## src/rtl/cook_timer.sv

```systemverilog
// Microwave cook timer: four-digit BCD MM:SS entry, countdown while the magnetron is on, latched done flag.
// Define COOK_TIMER_PRESCALE_EN to divide clk by CLK_HZ into one-second ticks; otherwise every running cycle is one second.
module cook_timer #(
  parameter int CLK_HZ = 1000
) (
  input  logic       clk,
  input  logic       reset,
  input  logic       clearn,
  input  logic       digit_load,
  input  logic [3:0] digit,
  input  logic       mag_on,
  output logic [3:0] min_tens,
  output logic [3:0] min_ones,
  output logic [3:0] sec_tens,
  output logic [3:0] sec_ones,
  output logic       timer_done
);

  typedef enum logic [1:0] {IDLE, SET, RUN, DONE} state_t;

  state_t     state, state_nxt;
  logic [3:0] min_tens_nxt, min_ones_nxt, sec_tens_nxt, sec_ones_nxt;
  logic       timer_done_nxt;
  logic       running, tick, entry;
  logic [3:0] dec_mt, dec_mo, dec_st, dec_so;
  logic       dec_zero, entry_zero;

  // SET and RUN always hold a nonzero count, so no separate zero check is needed here.
  assign running = mag_on && (state == SET || state == RUN);
  assign entry   = digit_load && !mag_on && (digit <= 4'd9);

`ifdef COOK_TIMER_PRESCALE_EN
  localparam int PW = (CLK_HZ > 1) ? $clog2(CLK_HZ) : 1;

  logic [PW-1:0] presc, presc_nxt;

  assign tick = running && (presc == PW'(CLK_HZ - 1));

  // Prescaler freezes while paused so a partial second survives stop/start.
  always_comb begin
    presc_nxt = presc;
    if (!clearn)      presc_nxt = '0;
    else if (tick)    presc_nxt = '0;
    else if (running) presc_nxt = presc + PW'(1);
  end

  always_ff @(posedge clk) begin
    if (reset) presc <= '0;
    else       presc <= presc_nxt;
  end
`else
  // One clk per second; the parameter only guards against a zero-rate build.
  assign tick = running && (CLK_HZ > 0);
`endif

  // One-second BCD decrement; seconds 60-99 count down as entered.
  always_comb begin
    dec_mt = min_tens;
    dec_mo = min_ones;
    dec_st = sec_tens;
    dec_so = sec_ones;
    if (sec_ones != 4'd0) begin
      dec_so = sec_ones - 4'd1;
    end else if (sec_tens != 4'd0) begin
      dec_st = sec_tens - 4'd1;
      dec_so = 4'd9;
    end else if (min_ones != 4'd0 || min_tens != 4'd0) begin
      dec_st = 4'd5;
      dec_so = 4'd9;
      if (min_ones != 4'd0) begin
        dec_mo = min_ones - 4'd1;
      end else begin
        dec_mt = min_tens - 4'd1;
        dec_mo = 4'd9;
      end
    end
  end

  assign dec_zero   = ({dec_mt, dec_mo, dec_st, dec_so} == 16'h0000);
  assign entry_zero = ({min_ones, sec_tens, sec_ones, digit} == 16'h0000);

  // NOTE: every next-state variable gets a default first, so no path leaves one unassigned and no latch is inferred.
  always_comb begin
    state_nxt      = state;
    min_tens_nxt   = min_tens;
    min_ones_nxt   = min_ones;
    sec_tens_nxt   = sec_tens;
    sec_ones_nxt   = sec_ones;
    timer_done_nxt = timer_done;
    if (!clearn) begin
      state_nxt      = IDLE;
      min_tens_nxt   = 4'd0;
      min_ones_nxt   = 4'd0;
      sec_tens_nxt   = 4'd0;
      sec_ones_nxt   = 4'd0;
      timer_done_nxt = 1'b0;
    end else if (tick) begin
      min_tens_nxt = dec_mt;
      min_ones_nxt = dec_mo;
      sec_tens_nxt = dec_st;
      sec_ones_nxt = dec_so;
      if (dec_zero) begin
        state_nxt      = DONE;
        timer_done_nxt = 1'b1;
      end else begin
        state_nxt = RUN;
      end
    end else if (entry) begin
      min_tens_nxt   = min_ones;
      min_ones_nxt   = sec_tens;
      sec_tens_nxt   = sec_ones;
      sec_ones_nxt   = digit;
      timer_done_nxt = 1'b0;
      state_nxt      = entry_zero ? IDLE : SET;
    end else begin
      case (state)
        SET:     if (mag_on)  state_nxt = RUN;
        RUN:     if (!mag_on) state_nxt = SET;
        default: state_nxt = state;
      endcase
    end
  end

  // NOTE: sequential state uses non-blocking assignments so all registers update together on the edge.
  always_ff @(posedge clk) begin
    if (reset) begin
      state      <= IDLE;
      min_tens   <= 4'd0;
      min_ones   <= 4'd0;
      sec_tens   <= 4'd0;
      sec_ones   <= 4'd0;
      timer_done <= 1'b0;
    end else begin
      state      <= state_nxt;
      min_tens   <= min_tens_nxt;
      min_ones   <= min_ones_nxt;
      sec_tens   <= sec_tens_nxt;
      sec_ones   <= sec_ones_nxt;
      timer_done <= timer_done_nxt;
    end
  end

endmodule

```

## config.mk

```make
export PLATFORM = sky130hd
export DESIGN_NAME = cook_timer
export DESIGN_NICKNAME = d
export VERILOG_FILES = /design/src/rtl/cook_timer.sv
export SDC_FILE = /design/constraint.sdc
export NUM_CORES = 1
export LEC_CHECK = 0
export ABC_AREA = 0
export CAP_MARGIN = 10
export CORE_AREA = 3 3 65 55
export DETAILED_ROUTE_END_ITERATION = 6
export DIE_AREA = 0 0 68 58
export PLACE_DENSITY_LB_ADDON = 0.25
export SLEW_MARGIN = 20
export SYNTH_ARGS = -nofsm -noshare
export SYNTH_HDL_FRONTEND = slang
export SYNTH_SLANG_ARGS = --single-unit
```

## constraint.sdc

```tcl
create_clock -name clk -period 3.15 [get_ports clk]
set_input_delay 0.315 -clock clk [delete_from_list [all_inputs] [get_ports clk]]
set_output_delay 0.315 -clock clk [all_outputs]
set_load 0.01 [all_outputs]
```

==> results.toml <==
[hold_path]
hold-path-endpoint = "timer_done"
hp-class = "flop to flop"
holdPathStages = 2
min_from = "timer_done"

[global_route]
wire_length_of_the_first_global_routing_pass_um = 6768
grt_remaining_overflow = 0
first_global_vias = 1382
grt_max_degree = 20
initial_antenna_violation_count = 0
groute.usage.overall_pct = 22.66

[detailed_routing]
detailedRoute.firstPassIterationCount = 4
route.final.wire_length_um = 3950
drtIter0Drc = 114
drt_drc_violations_left = 0
wirelength_per_cell_um = 15.99
drtAntennaViolNets = 0
vias_per_cell = 5.907
via_count = 1459

[power_and_ir_drop]
power.ir.vdd_worst_uv = 208.0
p_total_mw = 0.5363
cellLeakagePower_nw = 0.6009
power.combinational.fraction_pct = 20.2
sw_frac_of_total_pct = 29.59
power.share.sequential_pct = 46.3
switchingPower_mw = 0.1587
intPower_mw = 0.3776
p_clk_share_pct = 33.5
power_density_over_cell_area_nw_per_um2 = 312.2

[synthesis]
postSynthCellCount = 184
synth.lib_cells_used.distinct = 44
synth-async-reset-ratio_pct = 0
synth_top_cell_area_share_pct = 27.41
syn_nets = 199
syn_area_um2 = 1388
synth-edff-count = 0
yosysWarningCount = 0
dominantRegCellSynth = "sky130_fd_sc_hd__dfxtp_1"
synth.area.top_cells = "sky130_fd_sc_hd__dfxtp_1 (27%), sky130_fd_sc_hd__a21oi_1 (6.9%), sky130_fd_sc_hd__nand2_1 (6.8%)"
cell_type_with_the_largest_total_area_after_synthesis = "sky130_fd_sc_hd__dfxtp_1"
synthesis.area_per_instance_um2 = 7.541
yosys_register_bits = 19
synth_seq_area_share_pct = 27.41

[clock_network]
cts_resized = 0
cts.path.max_buffers = 2
cts_setup_buffers = 0
hold_buffers = 0
tritoncts = "yes"
tritoncts_num_sinks = 19
worst_skew_pair.late_latency_ns = 0.27
tritoncts.num_buffers = 3
h-tree-depth = 1
root_buf_cell = "sky130_fd_sc_hd__clkbuf_8"
cts_clk_pin_slew_worst_paths_ns = 0.08

[finish]
finalNetCount = 223
area.sequential_um2 = 380.4
syn2layout_area_growth_pct = 23.81
fillCellCount = 288
final_layout_size_suffix_gt1_share_pct = 11.59
layout.cells.most_common_list = "sky130_fd_sc_hd__nand2_1 (25), sky130_fd_sc_hd__clkdlybuf4s50_1 (25), sky130_fd_sc_hd__a21oi_1 (19), sky130_fd_sc_hd__dfxtp_1 (19), sky130_fd_sc_hd__nor2_1 (18)"
num_antenna_cells = 0
final_core_util_pct = 56.92
multi_input_area_um2 = 930.9
final_design_area_no_fill_um2 = 1718
final_cell_count_no_fill = 247

[critical_path]
worst-endpoint-required_ns = 3.34
timing.critical_path.fanout_max = 9
reg2reg_slack_ns = 0.46
r2r-start = "sec_tens[0]"
setup.worst_path.class = "flop to flop"
timing.rr.end = "state[0]"
critPathCaptureType = "flop"
cp-start-kind = "flop"
worstPathArrival_ns = 2.88
worstRegToRegCells = 8

[die]
io_pins = 26
die_footprint_um2 = 3944
fp.dieH_um = 58
core_region_area_um2 = 3018
die_w_um = 68
placementRows = 18
floorplan.initialDensity_pct = 45.98

[sta]
finalHoldViolCount = 0
timing.final.ws_setup_ns = 0.4602
setup_viol = 0
unrepaired_setup_endpoints_after_global_routing = "false"
final_period_minus_worst_setup_slack_ns = 2.690
slew_viol_final = 0
fmax_mhz = 371.8
timing.slew.headroom_pct = 46.17
finalCritPeriodShare_pct = 85.39
finalClockSkew_ns = 0.009522
worst_hold_slack_ns = 0.4656
max_slew.worst_pin.slew_ns = 0.8074
setup_total_negative_slack_ns = 0

[run_status]
status = "complete, no violations"

[placed_design]
io_buffers = 25
dpl_ws_ns = 0.5389
placement.cell_area_um2 = 1672
detailed_place_hpwl_um = 2793
place.detailed.instances = 243
routabilityCongestion = 0.9566

[run]
cap_violations = 0
[power groups by stage]
stage	logic, mW	clock network [mW]	registers (mW)
2_1_floorplan	0.0692	0	0.254
3_3_place_gp	0.104	0	0.254
3_5_place_dp	0.106	0	0.254
4_1_cts	0.107	0.184	0.248
5_1_grt	0.118	0.195	0.249
6_report	0.108	0.180	0.248
[per-layer routing]
| metal | track usage (%) | vias to the layer above | part of all wire (%) |
|---|---|---|---|
| li1 | - | 719 | - |
| met1 | 31.26 | 688 | 46 |
| met2 | 34.34 | 47 | 48 |
| met3 | 5.039 | 5 | 5.1 |
| met4 | 8.499 | 0 | 0.48 |
| met5 | 0 | - | 0 |
[worst max path at each step]
stage,depth (start not counted),startpoint,slack [ns],end
after floorplan,8,sec_ones[0],0.76,state[0]
after global placement,8,sec_ones[0],0.56,state[0]
after detailed placement,8,sec_ones[0],0.54,state[0]
after CTS,8,sec_ones[0],0.50,state[0]
after global routing,8,sec_tens[0],0.24,state[0]
final,8,sec_tens[0],0.46,state[0]
[logic make-up (layout without fill, tap and decap cells)]
logic type / after synthesis / after routing / share of synthesized area [%]
flops: 19 / 19 / 27.41
buf+inv: 18 / 41 / 5.500
fa+ha+maj: 6 / 6 / 5.410
mux: 4 / 4 / 3.156
simple gates: 86 / 86 / 34.90
compound gates: 51 / 51 / 23.62
[flip-flops by register name (all words and copies together), names as in the netlist]
signal	cells
timer_done	1
min_tens	4
sec_tens	4
min_ones	4
sec_ones	4
state	2
[critical path, stage by stage, from the launching register on]
cell,delay [ns]
sky130_fd_sc_hd__dfxtp_1,0.38
sky130_fd_sc_hd__inv_1,0.11
sky130_fd_sc_hd__ha_1,0.23
sky130_fd_sc_hd__nor3b_1,0.53
sky130_fd_sc_hd__nand2_1,0.27
sky130_fd_sc_hd__or3_1,0.43
sky130_fd_sc_hd__a211oi_1,0.25
sky130_fd_sc_hd__nand4_1,0.18
sky130_fd_sc_hd__a211oi_2,0.23
[cell usage after synthesis (3+ instances only)]
cell / count
sky130_fd_sc_hd__a21oi_1: 19
sky130_fd_sc_hd__a22oi_1: 8
sky130_fd_sc_hd__clkbuf_1: 7
sky130_fd_sc_hd__dfxtp_1: 19
sky130_fd_sc_hd__ha_1: 6
sky130_fd_sc_hd__inv_1: 8
sky130_fd_sc_hd__mux2_2: 3
sky130_fd_sc_hd__nand2_1: 25
sky130_fd_sc_hd__nand3b_1: 3
sky130_fd_sc_hd__nand4_1: 3
sky130_fd_sc_hd__nor2_1: 18
sky130_fd_sc_hd__nor2b_1: 3
sky130_fd_sc_hd__nor3_1: 7
sky130_fd_sc_hd__nor3b_1: 3
sky130_fd_sc_hd__nor4_1: 4
sky130_fd_sc_hd__o21ai_0: 10
[area by class of cell]
class,instances,area share (%)
clock buffer,3,2.403
clock inverter,1,0.2913
inverter,8,1.748
multi-input combinational,147,54.19
sequential,19,22.14
tap,40,2.913
timing repair buffer,29,16.31
(Power assumes the default switching activity.)
==> RTL edit, RTL diff (config.mk and constraints unchanged) <==
Encoding of `state_t`: now one-hot (4 bits for 4 states).
--- a/src/rtl/cook_timer.sv
+++ b/src/rtl/cook_timer.sv
@@ -17,5 +17,5 @@
 );
 
-  typedef enum logic [1:0] {IDLE, SET, RUN, DONE} state_t;
+  typedef enum logic [3:0] {IDLE = 4'b0001, SET = 4'b0010, RUN = 4'b0100, DONE = 4'b1000} state_t;
 
   state_t     state, state_nxt;
Function: no difference found for any inputs over 4 cycles, from zero or initial values; so few cycles prove little.
==> RTL edit against the unedited design <==
Wire length increased by 2.5%. Clock skew decreased by 0.0080 ns. Power shrank 4.3%. Cell count decreased by 0.40%. Final area increased by 1.9%. Maximum frequency is 9.7% higher. Area after synthesis rose by 4.3%. Worst setup slack improved by 0.24 ns. Non-clock buffer count down 3. Sequential cell count grew 2. Critical path depth is the same. Sequential power rose by 8.9%. Sequential share of layout area up 1.9 points. Via count grew 6.2%.
==> RTL edit: results (changes against the unedited design) <==
status=complete, no violations; CTS buffer count=3 (unchanged); # Post-CTS Setup Buffers=0 (unchanged); hold_ws=0.477 ns (+0.0109 ns); synth unique cells=47 (+6.8%); Final #Nets=220 (-1.3%); pre-CTS WS=0.560 ns (+0.0215 ns); worst flop-to-flop path startpoint=sec_ones[0]$_SDFFE_PP0P_; Seq power=270 uW (+8.9%); Placed Instance Area=1700 sq um (+1.8%); Clock Path Buffers=2 (unchanged); main area contributors after synthesis=dfxtp_1 (29%), a21oi_1 (8.3%), a22oi_1 (5.7%), nor2_1 (5.2%), nand2_1 (3.6%); Hold Crit Depth=2 (unchanged); vias per cell=6.30 (+6.7%); vias in the first global route=1462 (+5.8%); HPWL Detailed=2860 um (+2.4%); Adder-Cell Fraction of Synth Area=3.46% (-2.0 points); crit path max-delay cell type=or3b_1; Setup TNS Final=0 ns (unchanged); Comb group=60.5 uW (-44%); H-Tree Depth=1 (unchanged); Crit path largest cell delay=0.56 ns (+0.03 ns); Critical Path AT=2.62 ns (-0.26 ns); complex-gate fraction of the synthesized area=27.3% (+3.7 points); critical path fanouts, max=10 (+1); PwrDens=293 nW/um^2 (-6.1%); Synth warnings=0 (unchanged); first-pass GRT wire length=6930 um (+2.5%); clock slew at reported path FFs=0.08 ns (about the same); Avg WL per Cell=16.5 um (+2.9%); worst slew pin tran=0.868 ns (+0.0607 ns); post-route non-filler standard cell count=246 (-0.40%); P_leak=0.000653 uW (+8.7%); ys flop type=dfxtp_1; clk_skew=0.00148 ns (-0.00804 ns); first drt pass iteration count=5 (+1); port bufs=25 (unchanged); # diodes=0 (unchanged); most common library cells after synthesis=a21oi_1 (24), dfxtp_1 (21), nor2_1 (20), nand2_1 (14), a22oi_1 (11); worst vdd ir=0.000206 V (-0.94%); cells on worst reg2reg path=8 (unchanged); antenna violations before repair=0 (unchanged); xor and xnor fraction of the mapped netlist area=0.605% (+0.61 points); Fill cells=294 (+2.1%); hold path startpoint=timer_done$_SDFFE_PP0P_; ratio of cells with drive above 1 in the final layout=9.22% (-2.4 points); Cells after DPL=242 (-0.41%); top-count cell post-synth=a21oi_1; 1st-iter DRT viols=112 (-1.8%); GRT Resource Usage Total=23.0% (+0.31 points); post-synthesis sequential area ratio=29.0% (+1.6 points); post-synthesis cell count=186 (+1.1%); Post-Syn Nets=199 (unchanged); multiplexer share of the synthesized area=2.94% (-0.22 points); placer congestion estimate=0.890 (-7.0%); largest net degree at the start of global routing=23 (+15%); Sw Ratio=25.8% (-3.8 points); RR Endpoint=state[2]$_SDFFE_PP0P_
## RTL edit: area by class of cell
| cell class | instances | area [sq um] | share of cell area (%) |
|---|---|---|---|
| inverters | 10 | 37.5 | 2.14 |
| clock buffers | 3 | 41.3 | 2.36 |
| multi-input cells | 145 | 938 | 53.6 |
| repair buffers | 26 | 258 | 14.7 |
| well taps | 40 | 50.0 | 2.86 |
| flip-flops and latches | 21 | 420 | 24.0 |
| clock inverters | 1 | 5.00 | 0.286 |
## RTL edit: per-layer routing
| metal | part of all wire (%) | track usage [%] |
|---|---|---|
| met3 | 7.3 | 5.23 |
| met2 | 47 | 35.9 |
| met4 | 1.2 | 7.93 |
| met1 | 44 | 31.0 |
| met5 | 0 | 0 |
## RTL edit: critical path, delay by kind of cell (launching register included)
family	cells	cell delay [ns]
flip-flops	1	0.38
buffers and inverters	1	0.08
AO/OA/AOI/OAI	1	0.20
AND/OR/NAND/NOR	5	1.46
adder cells (fa/ha/maj)	1	0.23
## RTL edit: worst max path at each step
stage / start / endpoint / slack (ns) / cells after the start
CTS: sec_ones[0]$_SDFFE_PP0P_ / state[2]$_SDFFE_PP0P_ / 0.73 / 8
finish: sec_ones[0]$_SDFFE_PP0P_ / state[2]$_SDFFE_PP0P_ / 0.70 / 8
global route: sec_ones[0]$_SDFFE_PP0P_ / state[2]$_SDFFE_PP0P_ / 0.52 / 8
global placement: mag_on / min_ones[2]$_SDFFE_PP0P_ / 0.65 / 5
floorplan: sec_ones[0]$_SDFFE_PP0P_ / state[2]$_SDFFE_PP0P_ / 0.99 / 9
detailed placement: mag_on / min_tens[0]$_SDFFE_PP0P_ / 0.56 / 5
